--- config.mk ---
export PLATFORM = sky130hd
export DESIGN_NAME = wb_arb2_ctrl
export DESIGN_NICKNAME = d
export VERILOG_FILES = /design/src/rtl/wb_arb_pkg.sv /design/src/rtl/wb_arb_wdog.sv /design/src/rtl/wb_arb2_ctrl.sv
export SDC_FILE = /design/constraint.sdc
export NUM_CORES = 1
export LEC_CHECK = 0
export BUFFER_PORTS_ARGS = -buffer_cell sky130_fd_sc_hd__buf_2
export CAP_MARGIN = 5
export CORE_AREA = 4 4 123 125
export CTS_BUF_LIST = sky130_fd_sc_hd__clkbuf_2
export DETAILED_ROUTE_END_ITERATION = 10
export DIE_AREA = 0 0 127 129
export GPL_TIMING_DRIVEN = 0
export PLACE_DENSITY = 0.55
export SYNTH_ARGS = -nofsm -noshare
export SYNTH_HDL_FRONTEND = slang
export SYNTH_SLANG_ARGS = --single-unit
export TNS_END_PERCENT = 1
--- constraint.sdc ---
create_clock -name clk_i -period 5.35 [get_ports clk_i]
set_clock_uncertainty 0.15 [all_clocks]
set_input_delay 0.535 -clock clk_i [delete_from_list [all_inputs] [get_ports clk_i]]
set_output_delay 0.535 -clock clk_i [all_outputs]
set_load 0.02 [all_outputs]
--- src/rtl/wb_arb_pkg.sv ---
// Shared types and constants for the two-master Wishbone arbiter.
package wb_arb_pkg;

    typedef enum logic [1:0] {
        ST_IDLE = 2'b00,
        ST_G0   = 2'b01,
        ST_G1   = 2'b10
    } state_t;

    localparam logic [1:0] GNT_NONE = 2'b00;
    localparam logic [1:0] GNT_M0   = 2'b01;
    localparam logic [1:0] GNT_M1   = 2'b10;

    // One-hot grant vector for a given arbiter state.
    function automatic logic [1:0] gnt_of(input state_t s);
        logic [1:0] g;
        case (s)
            ST_G0:   g = GNT_M0;
            ST_G1:   g = GNT_M1;
            default: g = GNT_NONE;
        endcase
        return g;
    endfunction

endpackage

--- src/rtl/wb_arb_wdog.sv ---
// Bus watchdog: counts strobed cycles without a slave response and pulses on expiry.
module wb_arb_wdog
    import wb_arb_pkg::*;
#(
    parameter int unsigned TIMEOUT = 255,
    parameter int unsigned TW      = 8
) (
    input  logic clk_i,
    input  logic rst_i,
    input  logic i_en,
    input  logic i_clr,
    output logic o_timeout_c
);

    localparam logic [TW-1:0] LIMIT   = TW'((TIMEOUT == 0) ? 0 : TIMEOUT - 1);
    localparam logic [TW-1:0] CNT_MAX = '1;

    logic [TW-1:0] r_cnt;

    assign o_timeout_c = (TIMEOUT != 0) && i_en && (r_cnt == LIMIT);

    // Saturating counter; any interruption of the wait restarts it.
    always_ff @(posedge clk_i or negedge rst_i) begin
        if (!rst_i) begin
            r_cnt <= '0;
        end else if (i_clr || !i_en || o_timeout_c) begin
            r_cnt <= '0;
        end else if (r_cnt != CNT_MAX) begin
            r_cnt <= r_cnt + TW'(1);
        end
    end

endmodule

--- src/rtl/wb_arb2_ctrl.sv ---
// Round-robin two-master to one-slave Wishbone arbiter with cycle-long grant lock
// and a watchdog that terminates stalled strobes with an error.
module wb_arb2_ctrl
    import wb_arb_pkg::*;
#(
    parameter int unsigned AW      = 32,
    parameter int unsigned DW      = 32,
    parameter int unsigned TIMEOUT = 255,
    parameter int unsigned TW      = 8
) (
    input  logic            clk_i,
    input  logic            rst_i,
    input  logic [DW-1:0]   m0_data_i,
    output logic [DW-1:0]   m0_data_o,
    input  logic [AW-1:0]   m0_addr_i,
    input  logic [DW/8-1:0] m0_sel_i,
    input  logic            m0_we_i,
    input  logic            m0_cyc_i,
    input  logic            m0_stb_i,
    output logic            m0_ack_o,
    output logic            m0_err_o,
    input  logic [DW-1:0]   m1_data_i,
    output logic [DW-1:0]   m1_data_o,
    input  logic [AW-1:0]   m1_addr_i,
    input  logic [DW/8-1:0] m1_sel_i,
    input  logic            m1_we_i,
    input  logic            m1_cyc_i,
    input  logic            m1_stb_i,
    output logic            m1_ack_o,
    output logic            m1_err_o,
    input  logic [DW-1:0]   s_data_i,
    output logic [DW-1:0]   s_data_o,
    output logic [AW-1:0]   s_addr_o,
    output logic [DW/8-1:0] s_sel_o,
    output logic            s_we_o,
    output logic            s_cyc_o,
    output logic            s_stb_o,
    input  logic            s_ack_i,
    input  logic            s_err_i,
    output logic [1:0]      grant_o
);

    state_t     r_state;
    state_t     w_next;
    state_t     w_arb;
    logic       r_last_m1;
    logic [1:0] r_grant;
    logic       w_own_stb;
    logic       w_wd_en;
    logic       w_wd_clr;
    logic       w_timeout;

    assign w_own_stb = ((r_state == ST_G0) && m0_stb_i) || ((r_state == ST_G1) && m1_stb_i);
    assign w_wd_en   = w_own_stb && !s_ack_i && !s_err_i;
    assign w_wd_clr  = (w_next != r_state);
    assign grant_o   = r_grant;

    wb_arb_wdog #(
        .TIMEOUT (TIMEOUT),
        .TW      (TW)
    ) u_wdog (
        .clk_i       (clk_i),
        .rst_i       (rst_i),
        .i_en        (w_wd_en),
        .i_clr       (w_wd_clr),
        .o_timeout_c (w_timeout)
    );

    // State, grant and round-robin history; last_grant starts at m1 so m0 wins the first tie.
    always_ff @(posedge clk_i or negedge rst_i) begin
        if (!rst_i) begin
            r_state   <= ST_IDLE;
            r_grant   <= GNT_NONE;
            r_last_m1 <= 1'b1;
        end else begin
            r_state <= w_next;
            r_grant <= gnt_of(w_next);
            if ((w_next != r_state) && (w_next != ST_IDLE)) begin
                r_last_m1 <= (w_next == ST_G1);
            end
        end
    end

    // Arbitration, lock-while-cyc, and owner-routed datapath.
    always_comb begin
        w_arb     = ST_IDLE;
        w_next    = ST_IDLE;
        s_data_o  = '0;
        s_addr_o  = '0;
        s_sel_o   = '0;
        s_we_o    = 1'b0;
        s_cyc_o   = 1'b0;
        s_stb_o   = 1'b0;
        m0_ack_o  = 1'b0;
        m0_err_o  = 1'b0;
        m1_ack_o  = 1'b0;
        m1_err_o  = 1'b0;
        m0_data_o = s_data_i;
        m1_data_o = s_data_i;

        if (m0_cyc_i && m1_cyc_i) begin
            w_arb = r_last_m1 ? ST_G0 : ST_G1;
        end else if (m0_cyc_i) begin
            w_arb = ST_G0;
        end else if (m1_cyc_i) begin
            w_arb = ST_G1;
        end

        case (r_state)
            ST_G0: begin
                w_next   = m0_cyc_i ? ST_G0 : w_arb;
                s_data_o = m0_data_i;
                s_addr_o = m0_addr_i;
                s_sel_o  = m0_sel_i;
                s_we_o   = m0_we_i;
                s_cyc_o  = m0_cyc_i;
                s_stb_o  = m0_stb_i && !w_timeout;
                m0_ack_o = s_ack_i;
                m0_err_o = s_err_i || w_timeout;
            end
            ST_G1: begin
                w_next   = m1_cyc_i ? ST_G1 : w_arb;
                s_data_o = m1_data_i;
                s_addr_o = m1_addr_i;
                s_sel_o  = m1_sel_i;
                s_we_o   = m1_we_i;
                s_cyc_o  = m1_cyc_i;
                s_stb_o  = m1_stb_i && !w_timeout;
                m1_ack_o = s_ack_i;
                m1_err_o = s_err_i || w_timeout;
            end
            default: begin
                w_next = w_arb;
            end
        endcase
    end

endmodule

==> results of run 1 <==
==> routing by layer <==
layer / GRT usage (%) / vias up / share of wire, %
li1: - / 1445 / -
met1: 14.2 / 1330 / 38
met2: 22.3 / 177 / 53
met3: 2.57 / 4 / 9.4
met4: 1.32 / 0 / 0.37
met5: 0 / - / 0
==> layout make-up <==
cell class	count	area share, %
repair buffers	285	38.6
multi-input cells	144	30.1
plain buffers	84	15.2
flip-flops and latches	13	8.80
well taps	180	6.07
inverters	7	0.708
clock buffers	4	0.540
==> registers in the layout (all words and copies together), names as in the netlist <==
register	cells
grant_o	2
r_last_m1	1
r_state	2
u_wdog.r_cnt	8
==> power groups by stage <==
| stage | Sequential (mW) | Combinational [mW] | Clock [mW] |
|---|---|---|---|
| after floorplan | 0.139 | 0.760 | 0 |
| after global placement | 0.139 | 1.18 | 0 |
| after detailed placement | 0.138 | 1.18 | 0 |
| after CTS | 0.136 | 1.18 | 0.0567 |
| after global routing | 0.138 | 1.26 | 0.0618 |
| final | 0.136 | 1.16 | 0.0523 |
==> logic make-up after synthesis <==
family | Yosys count | share of synthesized area [%]
AOI/OAI and AO/OA | 92 | 39.0
xor gates and xnor gates | 3 | 1.29
adders and majority gates | 4 | 2.46
buffers and inverters | 91 | 29.0
DFF | 13 | 16.1
muxes | 2 | 0.985
and+or+nand+nor | 43 | 11.2
==> Yosys cell counts, types with 2 or more instances <==
master | n | area [um2]
a22o_1 | 70 | 613
buf_4 | 65 | 488
clkbuf_1 | 16 | 60.1
nor2_1 | 16 | 60.1
dfrtp_1 | 12 | 300
inv_1 | 7 | 26.3
nand3_1 | 6 | 30.0
ha_1 | 4 | 50.1
a211oi_2 | 3 | 37.5
a31oi_1 | 3 | 18.8
and2_1 | 3 | 18.8
nand4_1 | 3 | 18.8
nor2b_1 | 3 | 18.8
nor3_1 | 3 | 15.0
o21ai_0 | 3 | 15.0
and3_1 | 2 | 12.5
buf_2 | 2 | 10.0
mux2i_1 | 2 | 20.0
nand2_1 | 2 | 7.51
o211ai_1 | 2 | 15.0
o311ai_0 | 2 | 17.5
xor2_1 | 2 | 17.5
==> worst max-delay path, cell delays in order (launching register included) <==
cell,delay [ps]
dfrtp_1,470
inv_1,130
ha_1,320
buf_2,190
nor2_1,630
clkbuf_1,410
a22o_1,280
buf_2,190
==> metrics by stage <==
step | cell area (um2) | utilization [%] | power, mW | hold slack [ps]
finish | 3710 | 26.7 | 1.35 | 385
global route | 3710 | 26.7 | 1.46 | 406
CTS | 3710 | 26.7 | 1.37 | 378
detailed placement | 3680 | 26.5 | 1.31 | 299
global placement | 3680 | 26.5 | 1.32 | 291
floorplan | 2030 | - | 0.899 | 89.4
==> repair_timing <==
| action | CTS | global route |
|---|---|---|
| hold endpoints to repair | 12 | 0 |
| hold buffers | 1 | 0 |
| gates resized for setup | 0 | 0 |
==> worst max-delay path by stage <==
stage / start / end / slack (ps) / cells after the start
finish: r_state[0] / s_data_o[29] / 1770 / 7
global route: r_state[0] / s_data_o[29] / 1400 / 7
CTS: r_state[0] / s_data_o[29] / 1560 / 7
detailed placement: r_state[0] / s_data_o[29] / 1910 / 7
global placement: r_state[0] / s_data_o[29] / 1890 / 7
floorplan: r_state[0] / s_addr_o[0] / 2860 / 7
==> qor.csv, run 1 <==
metric,value,unit
cp.required,4660,ps
syn_inst,248,
ys_warn_count,0,
die_h,129,um
route.detailed.drc,0,
num_vias,2956,
clock_latency,260,ps
outcome,completed,
synth_flop_cell,dfrtp_1,
grt_remaining_overflow,0,
core_area,13900,um2
cts_sinks,13,
postRouteAntennaNets,0,
dr.pass1.iters,4,
post-route-period-util,66.9,%
critical_path_arrival,2900,ps
async_reset_ff_share,100,%
clkTransAtPathRegs,130,ps
swShare,57.0,%
r2r_start,r_state[0],
track_usage,11.8,%
io_buffers,284,
seq_area_frac_synth,16.1,%
placed_cells,712,
dp_slack,1910,ps
num_antenna_cells,0,
synth_seq_cells,13,
synth_edf_count,0,
slew_viol_final,0,
first_global_vias,2878,
nFillCells,1561,
rsz0062_at_grt,false,
maxCapViolCount,0,
initial_core_util,14.6,%
wl_per_cell,15.9,um
period_minus_slack,3580,ps
drive_gt1_share,67.6,%
grt_max_degree,14,
die_w,127,um
tns,0,ps
numCtsBuffers,3,
via_per_inst,4.12,
route.final.wire_length,11.4,mm
power_frac_seq,10.0,%
hold_path.class,flip-flop to flip-flop,
fmax,279,MHz
clockRootBuffer,clkbuf_2,
area_growth,82.5,%
cts_setup_buffers,0,
avgSynthCellArea,8.20,um2
hold_start,u_wdog.r_cnt[6],
drtIter0Drc,93,
final_common_cell,buf_2,
clock_power_share,3.9,%
antenna_found_initial,0,
cts_tree,done,
whs_path_depth,1,
p_sw,770,uW
combPwrFrac,86.1,%
r2r_end,r_last_m1,
end_kind,primary output,
multi_input_area,1120,um2
critPathKind,flip-flop to primary output,
intPower,581,uW
dp_hpwl,10.1,mm
r2r_cells,7,
regToRegSetupSlack,2900,ps
fp-row-count,43,
crit_path_max_fanout,10,
fin_nets,720,
fin_cells,717,
ff_latch_area,327,um2
cts.path.max_buffers,2,
dieArea,16400,um2
p_leak,2.18,nW
io_pins,319,
final_cell_mix,"buf_2 (286), a22o_1 (70), buf_4 (65), nor2_1 (16), clkbuf_1 (16)",
syn_area,2030,um2
htree_levels,1,
gp_congestion,0.785,
power_density,364,nW/um2
grt_pass1_wl,15.6,mm
setup_ws,1770,ps
hold_viol,0,
slew_headroom,47.0,%
worstHoldEndpoint,u_wdog.r_cnt[6],
worst_slew_pin_slew,785,ps
synth_cell_type_count,39,
irDropWorstVdd,0.106,mV
setup_viol,0,
synth_nets,430,
start_kind,flip-flop,
No activity file was read; power rests on OpenSTA's default activity.
==> run 2, diff against run 1 <==
- CORE_AREA: 4 4 123 125 -> 4 4 122 124
- DIE_AREA: 0 0 127 129 -> 0 0 126 128
- PLACE_DENSITY: 0.55 -> 0.58
- clock period: 5.35 -> 3.1 ns (I/O delays scaled with it)
==> qor.csv, run 2 (same netlist as run 1, synthesis figures left out) <==
metric,value,unit
postRouteAntennaNets,0,
regMostFlops,u_wdog.r_cnt,
area_growth,83.8,%
wl_met2,7.38,mm
slew_headroom,46.0,%
dr.pass1.iters,4,
worst_slew_pin_slew,800,ps
placed_area,3680,um2
power_density,649,nW/um2
antenna_found_initial,0,
fmax,342,MHz
num_vias,2913,
fin_cells,717,
post-route-period-util,94.2,%
die_h,128,um
final_area,3740,um2
setup_ws,180,ps
die_w,126,um
final_cell_mix,"buf_2 (286), a22o_1 (70), buf_4 (65), clkbuf_2 (17), nor2_1 (15)",
grt_max_degree,14,
fin_nets,720,
tns,0,ps
fp-row-count,43,
irDropWorstVdd,0.204,mV
grt_pass1_wl,18.0,mm
dieArea,16100,um2
hold_path.class,input port to async pin,
hold_viol,0,
swShare,57.8,%
r2r_start,r_state[0],
route.layer.met1.wl,4.67,mm
first_global_vias,2882,
num_antenna_cells,0,
io_pins,319,
final_common_cell,buf_2,
outcome,completed,
intPower,1.02,mW
power_frac_seq,9.6,%
critPathKind,flip-flop to primary output,
gp_congestion,0.752,
clkTransAtPathRegs,130,ps
wl_per_cell,18.2,um
via_per_inst,4.06,
clock_power_share,3.8,%
io_buffers,284,
placed_cells,712,
route.final.wire_length,13.0,mm
met3_length,854,um
grt_remaining_overflow,0,
combPwrFrac,86.7,%
largest_reg_flops,8,
maxCapViolCount,0,
setup_viol,0,
clock_latency,270,ps
crit_path_max_fanout,10,
routed.top_layer,met4,
cts.path.max_buffers,2,
initial_core_util,14.8,%
clockRootBuffer,clkbuf_2,
numCtsBuffers,3,
startpoint,r_state[0],
dp_slack,-148,ps
critical_path_arrival,2460,ps
drive_gt1_share,70.2,%
cts_sinks,13,
drtIter0Drc,128,
nFillCells,1544,
period_minus_slack,2920,ps
cp.required,2640,ps
start_kind,flip-flop,
slew_viol_final,0,
rsz0062_at_grt,true,
p_sw,1.40,mW
route.detailed.drc,0,
track_usage,14.7,%
p_leak,2.22,nW
cts_tree,done,
core_area,13800,um2
htree_levels,1,
total_power,2.42,mW
dp_hpwl,11.8,mm
end_kind,primary output,
==> run 2: cell counts in the layout (fill, tap and decap cells not counted) <==
Identical to the previous run, type by type.
==> run 2: worst paths after layout <==
path | endpoint | slack (ps) | depth (start not counted)
max in group asynchronous | r_last_m1 | 2240 | 2
max reg2reg | r_last_m1 | 630 | 7
min reg2reg | u_wdog.r_cnt[6] | 400 | 1
max | s_addr_o[7] | 180 | 7
min in group clk_i | grant_o[0] | 370 | 3
min | u_wdog.r_cnt[2] | 280 | 2
==> run 2: area by class of cell <==
type | instances | area, um2 | area share [%]
Multi-Input combinational cell | 144 | 1120 | 30.1
Inverter | 7 | 26.3 | 0.703
Timing Repair Buffer | 285 | 1430 | 38.3
Tap cell | 180 | 225 | 6.03
Clock buffer | 4 | 20.0 | 0.536
Sequential cell | 13 | 327 | 8.74
Buffer | 84 | 582 | 15.6
==> run 2: timing repair <==
item | in CTS | in global routing
buffers inserted | 0 | 0
pin swaps | 0 | 0
gates resized for setup | 5 | 22
endpoints found under the setup margin | 70 | 69
hold endpoints to repair | 12 | 0
hold buffers | 1 | 0
==> run 2: through the flow <==
| step | utilization (%) | hold slack, ps |
|---|---|---|
| 2_1_floorplan | - | -136 |
| 3_3_place_gp | 26.7 | 66.0 |
| 3_5_place_dp | 26.7 | 67.3 |
| 4_1_cts | 27.0 | 274 |
| 5_1_grt | 27.1 | 270 |
| 6_report | 27.1 | 281 |
==> run 2: per-layer routing <==
metal / vias up / GRT usage (%)
met5: - / 0
met4: 0 / 1.96
met3: 4 / 2.00
met2: 163 / 28.9
met1: 1302 / 17.2
li1: 1444 / -
==> run 2: power by group through the flow <==
stage | clock network (mW) | logic, mW | registers (mW)
after floorplan | 0 | 1.31 | 0.240
after global placement | 0 | 2.12 | 0.235
after detailed placement | 0 | 2.12 | 0.235
after CTS | 0.0966 | 2.14 | 0.232
after global routing | 0.112 | 2.26 | 0.236
final | 0.0911 | 2.10 | 0.232
==> run 2: critical path, stage by stage (launching register included) <==
cell and delay [ps]:
dfrtp_1 450, inv_1 130, ha_1 320, buf_2 190
nor2_4 300, clkbuf_1 400, a22o_1 230, buf_2 170
